[src/rtl/nes_video_timing.sv]
// Pixel-enable divider, PPU-following raster with free-running fallback, and registered
// sync/blank/DE/colour outputs for the NES video path.
module nes_video_timing #(
  parameter int unsigned CLK_DIV      = 8,
  parameter int unsigned H_TOTAL      = 341,
  parameter int unsigned H_ACTIVE     = 256,
  parameter int unsigned V_TOTAL_NTSC = 262,
  parameter int unsigned V_TOTAL_PAL  = 312,
  parameter int unsigned V_ACTIVE     = 240,
  parameter int unsigned HS_START     = 277,
  parameter int unsigned HS_END       = 318,
  parameter int unsigned VS_START     = 245,
  parameter int unsigned VS_END       = 254,
  parameter int unsigned OS_LEFT      = 10,
  parameter int unsigned OS_RIGHT     = 8,
  parameter int unsigned OS_TOP       = 6,
  parameter int unsigned OS_BOTTOM    = 10,
  parameter int unsigned SYNC_LINE    = 511,
  parameter int unsigned LOCK_FRAMES  = 3
) (
  input  logic       clk,
  input  logic       reset_n,
  input  logic [5:0] color,
  input  logic [8:0] count_h,
  input  logic [8:0] count_v,
  input  logic       pal_mode,
  input  logic       hide_overscan,
  output logic       ce_pix,
  output logic       ce_pix_n,
  output logic       free_run,
  output logic       hsync,
  output logic       vsync,
  output logic       hblank,
  output logic       vblank,
  output logic       de,
  output logic [5:0] color_out,
  output logic       frame_start
);

  localparam int unsigned CntW = $clog2(CLK_DIV);

  localparam logic [CntW-1:0] CntLast = CntW'(CLK_DIV - 1);
  localparam logic [CntW-1:0] CntHalf = CntW'(CLK_DIV / 2 - 1);

  localparam logic [9:0] HTotM1   = 10'(H_TOTAL - 1);
  localparam logic [9:0] VNtscM1  = 10'(V_TOTAL_NTSC - 1);
  localparam logic [9:0] VPalM1   = 10'(V_TOTAL_PAL - 1);
  localparam logic [9:0] HAct     = 10'(H_ACTIVE);
  localparam logic [9:0] VAct     = 10'(V_ACTIVE);
  localparam logic [9:0] HCropR   = 10'(H_ACTIVE - OS_RIGHT);
  localparam logic [9:0] HCropL   = 10'(OS_LEFT);
  localparam logic [9:0] VCropB   = 10'(V_ACTIVE - OS_BOTTOM);
  localparam logic [9:0] VCropT   = 10'(OS_TOP);
  localparam logic [9:0] HsStart  = 10'(HS_START);
  localparam logic [9:0] HsEnd    = 10'(HS_END);
  localparam logic [9:0] VsStart  = 10'(VS_START);
  localparam logic [9:0] VsEnd    = 10'(VS_END);
  localparam logic [8:0] SyncLine = 9'(SYNC_LINE);
  localparam logic [2:0] LockMax  = 3'(LOCK_FRAMES);

  logic [CntW-1:0] cnt_q, cnt_d;
  logic            ce_pix_q, ce_pix_d;
  logic            ce_pix_n_q, ce_pix_n_d;

  logic [9:0] h_q, h_d;
  logic [9:0] v_q, v_d;
  logic [2:0] free_cnt_q, free_cnt_d;
  logic [8:0] prev_v_q, prev_v_d;

  logic       hsync_q, hsync_d;
  logic       vsync_q, vsync_d;
  logic       hblank_q, hblank_d;
  logic       vblank_q, vblank_d;
  logic       de_q, de_d;
  logic [5:0] color_q, color_d;
  logic       frame_start_q, frame_start_d;

  logic       resync;
  logic [9:0] vtot_m1;
  logic [9:0] hc, vc;

  // Divider: enables are registered so they are one clk wide and glitch free.
  always_comb begin
    cnt_d      = (cnt_q == CntLast) ? '0 : cnt_q + 1'b1;
    ce_pix_d   = (cnt_q == CntLast);
    ce_pix_n_d = (cnt_q == CntHalf);
  end

  assign resync  = (prev_v_q == SyncLine) && (count_v == 9'd0);
  assign vtot_m1 = pal_mode ? VPalM1 : VNtscM1;

  always_comb begin
    h_d        = h_q;
    v_d        = v_q;
    free_cnt_d = free_cnt_q;
    prev_v_d   = prev_v_q;
    if (ce_pix_n_q) begin
      prev_v_d = count_v;
      if (resync) begin
        h_d        = '0;
        v_d        = '0;
        free_cnt_d = '0;
      end else if (h_q >= HTotM1) begin
        h_d = '0;
        // >= rather than == so a late PAL->NTSC switch still wraps at the end of this line.
        if (v_q >= vtot_m1) begin
          v_d = '0;
          if (free_cnt_q != LockMax) free_cnt_d = free_cnt_q + 3'd1;
        end else begin
          v_d = v_q + 10'd1;
        end
      end else begin
        h_d = h_q + 10'd1;
      end
    end
  end

  assign free_run = (free_cnt_q == LockMax);
  assign hc       = free_run ? h_q : {1'b0, count_h};
  assign vc       = free_run ? v_q : {1'b0, count_v};

  always_comb begin
    hblank_d      = hblank_q;
    vblank_d      = vblank_q;
    hsync_d       = hsync_q;
    vsync_d       = vsync_q;
    de_d          = de_q;
    color_d       = color_q;
    frame_start_d = frame_start_q;
    if (ce_pix_q) begin
      if (hide_overscan) begin
        hblank_d = (hc > HCropR) || (hc < HCropL);
        vblank_d = (vc > VCropB) || (vc < VCropT);
      end else begin
        hblank_d = (hc >= HAct);
        vblank_d = (vc >= VAct);
      end
      hsync_d       = (hc >= HsStart) && (hc < HsEnd);
      vsync_d       = (vc >= VsStart) && (vc < VsEnd);
      de_d          = !(hblank_d || vblank_d);
      color_d       = de_d ? color : 6'd0;
      frame_start_d = (hc == 10'd0) && (vc == 10'd0);
    end
  end

  always_ff @(posedge clk or negedge reset_n) begin
    if (!reset_n) begin
      cnt_q         <= '0;
      ce_pix_q      <= 1'b0;
      ce_pix_n_q    <= 1'b0;
      h_q           <= '0;
      v_q           <= '0;
      free_cnt_q    <= '0;
      prev_v_q      <= '0;
      hsync_q       <= 1'b0;
      vsync_q       <= 1'b0;
      hblank_q      <= 1'b0;
      vblank_q      <= 1'b0;
      de_q          <= 1'b0;
      color_q       <= '0;
      frame_start_q <= 1'b0;
    end else begin
      cnt_q         <= cnt_d;
      ce_pix_q      <= ce_pix_d;
      ce_pix_n_q    <= ce_pix_n_d;
      h_q           <= h_d;
      v_q           <= v_d;
      free_cnt_q    <= free_cnt_d;
      prev_v_q      <= prev_v_d;
      hsync_q       <= hsync_d;
      vsync_q       <= vsync_d;
      hblank_q      <= hblank_d;
      vblank_q      <= vblank_d;
      de_q          <= de_d;
      color_q       <= color_d;
      frame_start_q <= frame_start_d;
    end
  end

  assign ce_pix      = ce_pix_q;
  assign ce_pix_n    = ce_pix_n_q;
  assign hsync       = hsync_q;
  assign vsync       = vsync_q;
  assign hblank      = hblank_q;
  assign vblank      = vblank_q;
  assign de          = de_q;
  assign color_out   = color_q;
  assign frame_start = frame_start_q;

endmodule

[config.mk]
export PLATFORM = sky130hd
export DESIGN_NAME = nes_video_timing
export DESIGN_NICKNAME = d
export VERILOG_FILES = /design/src/rtl/nes_video_timing.sv
export SDC_FILE = /design/constraint.sdc
export NUM_CORES = 1
export LEC_CHECK = 0
export ABC_AREA = 0
export CORE_MARGIN = 4
export CORE_UTILIZATION = 45
export DETAILED_ROUTE_END_ITERATION = 7
export GPL_TIMING_DRIVEN = 1
export PLACE_DENSITY = 0.71
export SYNTH_ARGS = -nofsm -noshare
export SYNTH_HDL_FRONTEND = slang
export SYNTH_SLANG_ARGS = --single-unit
[constraint.sdc]
create_clock -name clk -period 2.42 [get_ports clk]
set_clock_uncertainty 0.1 [all_clocks]
set_input_delay 0.484 -clock clk [delete_from_list [all_inputs] [get_ports clk]]
set_output_delay 0.484 -clock clk [all_outputs]
set_load 0.02 [all_outputs]
==> results of run 1 <==
## stage by stage
| step | worst slack [ns] | power [mW] | util | cells |
|---|---|---|---|---|
| global route | -0.02357 | 1.545 | 0.6076 | 434 |
| CTS | 0.01732 | 1.493 | 0.5945 | 431 |
| detailed placement | -0.2946 | 1.023 | 0.5802 | 422 |
| floorplan | 0.01334 | 0.9069 | - | 289 |
| global placement | -0.2506 | 1.020 | 0.5802 | 422 |
| finish | 0.04711 | 1.473 | 0.6076 | 434 |
## cells by family after synthesis
kind of cell / after synthesis / share of synthesized area
buffers and inverters: 26 / 0.05086
AND/OR/NAND/NOR: 107 / 0.2008
adder cells (fa/ha/maj): 12 / 0.05307
XOR/XNOR: 4 / 0.01239
multiplexers: 12 / 0.04732
flip-flops: 49 / 0.4334
AO/OA/AOI/OAI: 79 / 0.2021
## flip-flops by register name (all words and copies together), names as in the netlist
signal,flops
ce_pix_n,1
v_q,10
color_out,6
prev_v_q,9
de,1
hblank,1
frame_start,1
free_cnt_q,3
ce_pix,1
cnt_q,3
h_q,10
hsync,1
vsync,1
vblank,1
## how the worst max path moves through the flow
stage                   from      endpoint  slack, ns  depth (start not counted)
2_1_floorplan  free_cnt_q[0]  color_out[0]       0.01                          8
3_3_place_gp        pal_mode        v_q[7]      -0.25                          8
3_5_place_dp        pal_mode        v_q[3]      -0.29                          9
4_1_cts             pal_mode        v_q[3]       0.02                          9
5_1_grt           count_v[1]        v_q[0]      -0.02                          7
6_report          count_v[1]        v_q[0]       0.05                          7
## per-layer routing
metal  wire (microns)  vias to the layer above  global-route usage  part of all wire
li1                 -                     1216                   -                 -
met4               63                        0             0.05021            0.0091
met2             3391                       57              0.3199              0.49
met3              324                        7             0.03122             0.047
met1             3124                     1189              0.2499              0.45
met5                0                        -                   0                 0
## what timing repair did
| action | in CTS | in global routing |
|---|---|---|
| resized for setup | 1 | 18 |
| hold buffers | 0 | 0 |
| endpoints found under the setup margin | 7 | 19 |
| setup buffers | 1 | 3 |
| endpoints found under the hold margin | 0 | 0 |
| pin swaps | 1 | 9 |
## cell usage in the layout (no fill, tap or decap), types with 3 or more instances in the layout
cell type,synthesis,routed
sky130_fd_sc_hd__dfrtp_1,49,49
sky130_fd_sc_hd__clkdlybuf4s50_1,0,39
sky130_fd_sc_hd__buf_4,0,31
sky130_fd_sc_hd__nor2_1,25,25
sky130_fd_sc_hd__nand2_1,18,18
sky130_fd_sc_hd__nor3_1,18,16
sky130_fd_sc_hd__o21ai_0,16,14
sky130_fd_sc_hd__mux2_2,11,11
sky130_fd_sc_hd__nand3_1,11,11
sky130_fd_sc_hd__inv_1,11,10
sky130_fd_sc_hd__a22o_1,10,10
sky130_fd_sc_hd__ha_1,12,10
sky130_fd_sc_hd__a21oi_1,10,9
sky130_fd_sc_hd__nand4_1,5,5
sky130_fd_sc_hd__clkbuf_8,2,5
sky130_fd_sc_hd__o21a_1,5,4
sky130_fd_sc_hd__o22ai_1,4,4
sky130_fd_sc_hd__or3_1,5,4
sky130_fd_sc_hd__or4_4,1,3
sky130_fd_sc_hd__o21ai_1,1,3
sky130_fd_sc_hd__o211ai_1,3,3
sky130_fd_sc_hd__nand2b_1,3,3
sky130_fd_sc_hd__nor4_1,3,3
sky130_fd_sc_hd__o22a_1,3,3
sky130_fd_sc_hd__a21o_1,3,3
sky130_fd_sc_hd__clkbuf_1,4,3
## where the power goes
group	internal, mW	switching [mW]	total [mW]
logic	0.0916	0.0724	0.164
clock network	0.206	0.261	0.468
registers	0.834	0.00797	0.842
total	1.13	0.342	1.47
## cell type report
type / instances / area, sq um / share of cell area
well taps: 75 / 93.84 / 0.02563
multi-input cells: 214 / 1515 / 0.4139
inverters: 12 / 45.04 / 0.01230
flip-flops and latches: 49 / 1226 / 0.3349
clock buffers: 8 / 80.08 / 0.02187
repair buffers: 76 / 700.7 / 0.1914
==> results by stage, run 1 <==
Status:
- The flow ran to the end, and the final reports show no timing, DRC or antenna violations.

Critical path:
- The end of the worst register-to-register path is color_out[4].
- The signal on the critical path passes through clkdlybuf4s50_1 > or3_4 > nand3b_1 > buf_4 > o211ai_1 > nor2_1 > mux2_2.
- Along the worst path, the maximum fanout reaches 5.
- The largest single stage delay on the critical path is 0.44 ns.
- The slowest stage of the critical path belongs to the cell sky130_fd_sc_hd__clkdlybuf4s50_1.
- The setup path with the least slack is of type in2reg.
- The signal arrival time at the worst endpoint is between 2 and 2.5 ns.
- The worst reg-to-reg setup slack is 0.10 ns.
- The type of element capturing the critical path is a flip-flop.
- For the worst setup path, the data required time is 2.51 ns.
- The combined buffer and inverter count along the critical path is 2.
- The number of cells on the worst reg-to-reg path is 10.
- The critical path startpoint category is an input pin.
- The family with the most delay on the worst path is simple AND/OR/NAND/NOR gates.
- The launching point of the worst reg2reg path is free_cnt_q[0].

Finish:
- The number of diodes is 0.
- The final cell area excluding filler cells is 3661 sq um.
- After filler insertion, the fill cell instance count of the layout stands at 537.
- The fraction of layout cells with a size suffix above 1 is 0.2061.
- The layout overhead on the synthesized area is 29.41%.
- The final layout contains slightly below 400 nets.

Detailed routing:
- The detailed router finished its first iteration with 90 violations.
- The detailed-route wire length is 6904 microns.
- Dividing the detail-routed via count by the number of cells gives 5.689.
- The number of remaining DRC errors is 0.
- For this run, the detailed router's first-pass iteration total came to 4.
- The number of nets with antenna violations after routing is 0.
- In the final routed layout, each cell accounts on average for between 15 and 20 microns.
- For this block, the via count after detailed routing is 2469.

Clock tree:
- The CTS tree is built.
- The number of buffers on the longest clock path is 2.
- The clock sink count is 49.
- At the later pin of the worst-skew pair, clock insertion delay measures ~0.29 ns.
- The tree is rooted in a sky130_fd_sc_hd__clkbuf_8.
- The TritonCTS buffer count is 5.
- The H-tree was split into 2 levels.
- After clock tree synthesis, the clock-pin slew on the worst setup and hold paths is 0.09 ns.

Die:
- The region available for standard cell placement spans 6026 sq um.
- The die area is 7619 sq um.
- During I/O placement, the number of pins put on the boundary was 43.
- The die boundary height is 87.29 microns.
- The floorplan row count is 28.
- The initial utilization of the core area, before any placement, comes to 0.4695.
- The die is just under 90 microns wide.

Yosys:
- Summed over all instances, the cell type with the most area after synthesis is sky130_fd_sc_hd__dfrtp_1.
- Ranked by total cell area, the synthesized netlist is headed by sky130_fd_sc_hd__dfrtp_1, sky130_fd_sc_hd__ha_1, sky130_fd_sc_hd__mux2_2.
- Of all flip-flops after synthesis, the portion carrying an async set or reset was 1.000.
- The most instantiated library cell after synthesis is sky130_fd_sc_hd__dfrtp_1.
- The number of library cell types mapped by synthesis is 62.
- The mapped netlist covers 2829 sq um.
- After synthesis, the most frequently instantiated cells are sky130_fd_sc_hd__dfrtp_1, sky130_fd_sc_hd__nor2_1, sky130_fd_sc_hd__nand2_1, sky130_fd_sc_hd__nor3_1, sky130_fd_sc_hd__o21ai_0.
- Of the post-synthesis cell area, the dominant cell type holds 0.4334.
- The Yosys step of the flow raised 0 warnings.
- In the synthesized netlist, the number of instances is 289.
- The most used flip-flop cell after synthesis is sky130_fd_sc_hd__dfrtp_1.
- The number of flip-flops and latches in the synthesized netlist is 49.
- The share of the yosys chip area belonging to registers is 0.4334.
- When the netlist entered floorplanning its net count stood at 329.
- Counting flops with a built-in enable in the synthesized netlist gives 0.
- A synthesized cell averages 9.789 sq um.

STA:
- The tightest hold margin is around 0.058 ns.
- Setup violations remaining at the end of the flow were counted as 0.
- Of the available clock period, the critical path in the final layout requires 0.9805.
- The worst slew margin relative to its limit is 0.6969.
- For the pin with the worst max-slew slack, the measured transition is 0.4519 ns.
- The worst path in the final design needs a cycle of approximately 2.4 ns, including I/O delays and setup.
- The number of pins with negative max-slew slack in the final report came to 0.
- The highest attainable clock frequency is 0.4214 GHz.
- The final hold violation count is 0.
- Setup repair after global routing could not meet its margin everywhere.
- After routing, the total negative slack on setup checks comes to 0 ns.

Power and ir drop:
- Summed over all cells, the static leakage comes to between 1.5 and 2 nW.
- The power density over the cells is 402.4 nW/um^2.
- The peak supply drop is between 0.3 and 0.4 mV.

Placement:
- Routability-driven placement finished with a final weighted congestion of ~0.88.
- Buffers placed on the I/O ports in this run total 42.
- The total half-perimeter wirelength after legalization and detailed placement is roughly 5200 microns.
- After detailed placement, the total cell area comes to 3496 sq um.

Global routing:
- The global-route wire length before repair is 11470 microns.
- The largest net degree at the start of global routing is 50.
- The total global routing overflow is 0.
- For this run, the total global-route usage over all layers was measured as 0.1890.
- The number of global-route vias before repair is between 2k and 2.5k.
- The number of antenna violations at the first check in global routing is 0.

Job:
- The count of maximum capacitance violations is 0.

Worst hold path:
- In this run the worst hold path is classified as in2async.
Power figures use the tool's default switching activity.
==> run 2: changes to the inputs <==
--- a/config.mk
+++ b/config.mk
@@ -11,6 +11,7 @@
 export DETAILED_ROUTE_END_ITERATION = 7
 export GPL_TIMING_DRIVEN = 1
 export PLACE_DENSITY = 0.71
+export SLEW_MARGIN = 20
 export SYNTH_ARGS = -nofsm -noshare
 export SYNTH_HDL_FRONTEND = slang
 export SYNTH_SLANG_ARGS = --single-unit
==> results of run 2 <==
No change in the layout: final DEF, timing and power equal those of run 1.
